==> src/rtl/alu_rr_scheduler.sv <==
// Round-robin scheduler sharing one registered 16-bit ALU among NUM_REQ requesters.
// Divide-by-zero requests are answered locally and never reach the ALU.
module alu_rr_scheduler #(
  parameter int unsigned NUM_REQ = 4,
  parameter int unsigned ID_W    = 2
) (
  input  logic                    clk_i,
  input  logic                    rst_i,
  input  logic [NUM_REQ-1:0]      req_valid_i,
  input  logic [16*NUM_REQ-1:0]   req_a_i,
  input  logic [16*NUM_REQ-1:0]   req_b_i,
  input  logic [4*NUM_REQ-1:0]    req_fun_i,
  output logic [NUM_REQ-1:0]      req_ready_o,
  output logic [15:0]             alu_a_o,
  output logic [15:0]             alu_b_o,
  output logic [3:0]              alu_fun_o,
  input  logic [15:0]             alu_out_i,
  input  logic [3:0]              alu_flags_i,
  output logic                    rsp_valid_o,
  input  logic                    rsp_ready_i,
  output logic [ID_W-1:0]         rsp_id_o,
  output logic [15:0]             rsp_data_o,
  output logic [3:0]              rsp_flags_o,
  output logic                    rsp_err_o,
  output logic                    busy_o
);

  localparam logic [3:0] FunNop = 4'b1111;
  localparam logic [3:0] FunDiv = 4'b0011;

  typedef enum logic [1:0] {StIdle, StIssue, StWait, StResp} state_e;

  state_e          state_q;
  logic [ID_W-1:0] ptr_q;
  logic [15:0]     alu_a_q, alu_b_q;
  logic [3:0]      alu_fun_q;
  logic            rsp_valid_q;
  logic [ID_W-1:0] rsp_id_q;
  logic [15:0]     rsp_data_q;
  logic [3:0]      rsp_flags_q;
  logic            rsp_err_q;

  logic            grant_en;
  logic            gnt_found;
  logic            gnt_fire;
  logic            gnt_div0;
  logic [ID_W-1:0] gnt_idx;
  logic [15:0]     gnt_a, gnt_b;
  logic [3:0]      gnt_fun;

  // Search above the pointer first, then wrap to the low indices.
  always_comb begin
    gnt_found = 1'b0;
    gnt_idx   = '0;
    for (int unsigned j = 0; j < NUM_REQ; j++) begin
      if (!gnt_found && req_valid_i[j] && (j > 32'(ptr_q))) begin
        gnt_found = 1'b1;
        gnt_idx   = ID_W'(j);
      end
    end
    for (int unsigned j = 0; j < NUM_REQ; j++) begin
      if (!gnt_found && req_valid_i[j]) begin
        gnt_found = 1'b1;
        gnt_idx   = ID_W'(j);
      end
    end
  end

  always_comb begin
    gnt_a   = '0;
    gnt_b   = '0;
    gnt_fun = FunNop;
    for (int unsigned j = 0; j < NUM_REQ; j++) begin
      if (gnt_idx == ID_W'(j)) begin
        gnt_a   = req_a_i[16*j +: 16];
        gnt_b   = req_b_i[16*j +: 16];
        gnt_fun = req_fun_i[4*j +: 4];
      end
    end
  end

  assign grant_en = (state_q == StIdle) || ((state_q == StResp) && rsp_ready_i);
  assign gnt_fire = grant_en && gnt_found;
  assign gnt_div0 = (gnt_fun == FunDiv) && (gnt_b == 16'd0);

  always_comb begin
    req_ready_o = '0;
    for (int unsigned j = 0; j < NUM_REQ; j++) begin
      req_ready_o[j] = gnt_fire && (gnt_idx == ID_W'(j));
    end
  end

  always_ff @(posedge clk_i or posedge rst_i) begin
    if (rst_i) begin
      state_q     <= StIdle;
      ptr_q       <= ID_W'(NUM_REQ - 1);
      alu_a_q     <= '0;
      alu_b_q     <= '0;
      alu_fun_q   <= FunNop;
      rsp_valid_q <= 1'b0;
      rsp_id_q    <= '0;
      rsp_data_q  <= '0;
      rsp_flags_q <= '0;
      rsp_err_q   <= 1'b0;
    end else begin
      unique case (state_q)
        StIdle, StResp: begin
          if (gnt_fire) begin
            alu_a_q  <= gnt_a;
            alu_b_q  <= gnt_b;
            rsp_id_q <= gnt_idx;
            ptr_q    <= gnt_idx;
            if (gnt_div0) begin
              alu_fun_q   <= FunNop;
              rsp_data_q  <= 16'hFFFF;
              rsp_flags_q <= 4'b1000;
              rsp_err_q   <= 1'b1;
              rsp_valid_q <= 1'b1;
              state_q     <= StResp;
            end else begin
              alu_fun_q   <= gnt_fun;
              rsp_valid_q <= 1'b0;
              state_q     <= StIssue;
            end
          end else if ((state_q == StResp) && rsp_ready_i) begin
            rsp_valid_q <= 1'b0;
            state_q     <= StIdle;
          end
        end
        StIssue: state_q <= StWait;
        StWait: begin
          // ALU output reflects the op regs sampled during StIssue.
          rsp_data_q  <= alu_out_i;
          rsp_flags_q <= alu_flags_i;
          rsp_err_q   <= 1'b0;
          rsp_valid_q <= 1'b1;
          state_q     <= StResp;
        end
        default: state_q <= StIdle;
      endcase
    end
  end

  assign alu_a_o     = alu_a_q;
  assign alu_b_o     = alu_b_q;
  assign alu_fun_o   = alu_fun_q;
  assign rsp_valid_o = rsp_valid_q;
  assign rsp_id_o    = rsp_id_q;
  assign rsp_data_o  = rsp_data_q;
  assign rsp_flags_o = rsp_flags_q;
  assign rsp_err_o   = rsp_err_q;
  assign busy_o      = (state_q != StIdle);

endmodule

==> config.mk <==
export PLATFORM = sky130hd
export DESIGN_NAME = alu_rr_scheduler
export DESIGN_NICKNAME = d
export VERILOG_FILES = /design/src/rtl/alu_rr_scheduler.sv
export SDC_FILE = /design/constraint.sdc
export NUM_CORES = 1
export LEC_CHECK = 0
export ABC_CLOCK_PERIOD_IN_PS = 3800
export CORE_MARGIN = 1
export CORE_UTILIZATION = 39
export DETAILED_ROUTE_END_ITERATION = 12
export PLACE_DENSITY = 0.8
export SLEW_MARGIN = 5
export SYNTH_ARGS = -nofsm -noshare
export SYNTH_HDL_FRONTEND = slang
export SYNTH_SLANG_ARGS = --single-unit
==> constraint.sdc <==
create_clock -name clk_i -period 3.8 [get_ports clk_i]
set_clock_uncertainty 0.05 [all_clocks]
set_input_delay 0.76 -clock clk_i [delete_from_list [all_inputs] [get_ports clk_i]]
set_output_delay 0.76 -clock clk_i [all_outputs]
set_load 0.05 [all_outputs]
==> Implementation_results.wiki, run 1 <==
{| class="wikitable"
! Metric !! Value
|-
| Diodes inserted || 0
|-
| Number of port buffers || 235
|-
| Most frequently used cell type in the post-synthesis netlist || sky130_fd_sc_hd__nand2_1
|-
| Area of the die || 10800 µm²
|-
| Max Cap Violations || 0
|-
| Final weighted congestion of routability-driven global placement || 0.946
|-
| DRC violation count after routing || 0
|-
| Tightest Hold Check Type || flip-flop to flip-flop
|-
| Via count || 4849
|-
| Proportion of synthesized area in mux cells || 8.89%
|-
| Worst-Skew Late Latency || 0.34 ns
|-
| Final setup violation count || 0
|-
| Top cell family by delay on the critical path || buffers and inverters
|-
| Clock Sink Count || 64
|-
| Initial cell density of the core || 40.9%
|-
| CTS max path bufs || 2
|-
| Number of global-route vias before repair || 4992
|-
| Place WS || -0.434 ns
|-
| Cells traversed along the worst timing path || clkdlybuf4s50_1, buf_4, or3b_2, o311ai_2, buf_4, nor2_1, o211ai_1, a32oi_1, nand4_1, o32ai_4, buf_4, buf_12, buf_4, mux2i_1
|-
| Capture endpoint of the worst hold path || alu_a_o[4]$_DFFE_PP0P_
|-
| Wire length of the first global-routing pass || 24.4 mm
|-
| Dominant combinational cell family by area after synthesis || compound AO/OA/AOI/OAI gates
|-
| Setup slack of the most critical reg-to-reg path || 0.44 ns
|-
| Cell Rows || 36
|-
| Number of buffers added to fix hold violations after cts || 0
|-
| Die height || 104 µm
|-
| Total routing resource utilization after global routing || between 20% and 30%
|-
| Required arrival time at the worst endpoint || between 3 and 4 ns
|-
| Synth Area in Adders || 1.23%
|-
| Synthesized netlist net count || 657
|-
| Overflow left after global routing || 0
|-
| Number of distinct standard cells referenced by the synthesized netlist || 63
|-
| Die width || 104 µm
|-
| Depth of the worst hold-timing path || 2
|-
| Share of flip-flops with an asynchronous set or reset || 100%
|-
| Largest net degree at the start of global routing || 65
|-
| Leakage component of the power || 0.00306 µW
|-
| Nets || approximately 940
|-
| Number of slew-limit violations in the final report || 0
|-
| Top cell type by total area after synthesis || sky130_fd_sc_hd__dfrtp_1
|-
| Largest stage delay on the critical path || 0.60 ns
|-
| Most instantiated flip-flop cell in the synthesis netlist || sky130_fd_sc_hd__dfrtp_1
|-
| Area overhead of the layout relative to synthesis || 80.8%
|-
| CTS tree || done
|-
| Length of the first detailed-routing pass in iterations || 5
|-
| Cell with the biggest individual delay on the critical path || sky130_fd_sc_hd__clkdlybuf4s50_1
|-
| Fin crit period || around 3.7 ns
|-
| Power per Cell Area || 820 nW/µm²
|-
| Placeable core region || 9910 µm²
|-
| Placed Cells || slightly below 900
|-
| Critical Path End Type || flip-flop
|-
| EDFF count, synth || 0
|-
| WL per Instance || between 15 and 20 µm
|-
| F_max || 269 MHz
|-
| Worst setup margin || 0.0800 ns
|-
| Critical Path Fanout Max || 9
|-
| Initial antenna violation count || 0
|-
| Category of the critical setup timing path || primary input to flip-flop
|-
| Final number of hold-violating endpoints || 0
|-
| Clock transition time at the flip-flop clock pins of the worst setup and hold paths || 0.08 ns
|-
| Post-synthesis share of cell area spent on xor and xnor gates || 0%
|-
| Cell area after synthesis || 4050 µm²
|-
| Ranking of synthesized cells by instance count || sky130_fd_sc_hd__nand2_1, sky130_fd_sc_hd__nor2_1, sky130_fd_sc_hd__dfrtp_1
|-
| Compound-Gate Fraction of Synth Area || between 20% and 30%
|-
| Count of buffering cells on the critical path with inverters included || 6
|-
| Final cell count without fillers || 905
|-
| Critical path arrival || 3.84 ns
|-
| Capture instance of the worst register-to-register path || rsp_err_o$_DFFE_PP0P_
|-
| Status || completed
|-
| Yosys Warn Count || 0
|-
| Post-DRT Antenna Nets || 0
|-
| Cell count of the worst reg-to-reg path || 12
|-
| Ratio of cells with drive above 1 in the final layout || 16.7%
|-
| Period Utilization, post-route || 97.9%
|-
| Post-synthesis share of cell area spent on and, or, nand and nor gates || 21.7%
|-
| Number of buffers created by CTS || 9
|-
| Kind of launch point of the worst setup path || primary input
|-
| Post-Route Hold Slack || 0.429 ns
|-
| Min-Delay Startpoint || alu_a_o[4]$_DFFE_PP0P_
|-
| Post-detail-place hpwl || 12.2 mm
|-
| Number of DRC markers in iteration 0 || 257
|-
| Gate count of the mapped netlist || 482
|-
| Overall power after layout || 6010 µW
|-
| Total wirelength of the detailed-routed design || 15.7 mm
|-
| Number of storage elements in the synthesis netlist || 64
|-
| Post-synthesis average cell area || 8.41 µm²
|-
| Depth of the CTS H-tree || 3
|-
| Total negative setup slack || 0 ns
|-
| Fill cells || 746
|-
| Via density per instance || 5.36
|-
| Root buffer selected by CTS || sky130_fd_sc_hd__clkbuf_8
|-
| Most common cell type on the critical path || sky130_fd_sc_hd__buf_4
|-
| Relative slew slack || a little under half
|-
| Worst VDD drop || 0.000407 V
|-
| Reg-to-reg startpoint || ptr_q[0]$_DFFE_PP1P_
|-
| Share of the synthesized area in the top cell type || 35.8%
|-
| I/O pin count || 236
|-
| Worst slew pin tran || 0.814 ns
|-
| Proportion of synthesized chip area in sequential cells || 39.7%
|-
| Largest cells by area after synthesis || sky130_fd_sc_hd__dfrtp_1, sky130_fd_sc_hd__nand2_1, sky130_fd_sc_hd__nor2_1
|}
## flip-flops by register name (all words and copies together) (netlist names)
| name | flops |
|---|---|
| rsp_data_o | 16 |
| rsp_id_o | 2 |
| rsp_flags_o | 4 |
| alu_b_o | 16 |
| alu_fun_o | 4 |
| rsp_valid_o | 1 |
| state_q | 2 |
| alu_a_o | 16 |
| ptr_q | 2 |
| rsp_err_o | 1 |
## worst register-to-register path, delay by kind of cell, from the launching register on
family	cells	cell delay (ns)
compound gates	4	1.19
buf+inv	4	0.64
flops	1	0.61
mux	1	0.22
simple gates	3	0.55
## through the flow
stage / utilization [%] / cell area (µm²)
after floorplan: - / 4060
after global placement: 71.0 / 7030
after detailed placement: 71.0 / 7030
after CTS: 73.1 / 7240
after global routing: 74.0 / 7330
final: 74.0 / 7330
## routing by layer
metal	vias up	part of all wire [%]	global-route usage, %
met1	2284	39	32.3
li1	2282	-	-
met3	39	7.3	6.33
met5	-	0	0
met2	244	51	52.0
met4	0	2.7	10.3
## cell type report
class                           count  area (µm²)  area share [%]
Clock buffer                       10         138            1.88
Clock inverter                      6        66.3           0.905
Inverter                           10        37.5           0.512
Multi-Input combinational cell    371        2270            31.0
Sequential cell                    64        1610            22.0
Tap cell                          133         166            2.27
Timing Repair Buffer              311        3040            41.4
## where the power goes
part           internal [µW]  switching (µW)
Combinational           1790            2430
Clock                    322             283
Sequential               997             192
Total                   3110            2900
## cells in the final DEF, fill, tap and decap left out, drive strengths merged, types with 12 or more instances in the layout
master         instances
nand2                 73
mux2                  18
buf                   79
dfrtp                 58
nand3                 13
o21ai                 43
mux2i                 12
nand2b                23
nor2                  59
clkdlybuf4s50        230
a21oi                 33
o22ai                 13
## timing repair
item                                    CTS  global route
pin swaps                                 0             3
buffers inserted                          0             3
endpoints found under the setup margin   21            22
resized for setup                         1             7
gates cloned                              0             2
## cell families (layout without fill, tap and decap cells)
kind of cell             Yosys count  in the layout
adder cells (fa/ha/maj)            4              4
buffers and inverters             47            337
AO/OA/AOI/OAI                    143            143
flip-flops                        64             64
multiplexers                      30             30
AND/OR/NAND/NOR                  194            194
## how the worst max path moves through the flow
stage	startpoint	to	slack, ns	cells after the start
2_1_floorplan	req_valid_i[3]	req_ready_o[0]	0.40	7
3_3_place_gp	req_valid_i[1]	rsp_data_o[14]$_DFFE_PP0P_	-0.27	12
3_5_place_dp	req_valid_i[1]	rsp_err_o$_DFFE_PP0P_	-0.43	13
4_1_cts	req_valid_i[1]	rsp_flags_o[0]$_DFFE_PP0P_	0.07	13
5_1_grt	req_valid_i[3]	rsp_flags_o[0]$_DFFE_PP0P_	-0.02	13
6_report	req_valid_i[2]	rsp_err_o$_DFFE_PP0P_	0.08	14
No activity file was read; power rests on OpenSTA's default activity.
==> run 2: changes to the inputs <==
--- a/config.mk
+++ b/config.mk
@@ -5,11 +5,11 @@
 export SDC_FILE = /design/constraint.sdc
 export NUM_CORES = 1
 export LEC_CHECK = 0
-export ABC_CLOCK_PERIOD_IN_PS = 3800
 export CORE_MARGIN = 1
 export CORE_UTILIZATION = 39
 export DETAILED_ROUTE_END_ITERATION = 12
 export PLACE_DENSITY = 0.8
+export SKIP_LAST_GASP = 1
 export SLEW_MARGIN = 5
 export SYNTH_ARGS = -nofsm -noshare
 export SYNTH_HDL_FRONTEND = slang
==> results of run 2 <==
Final layout, timing and power as in run 1 (identical DEF).
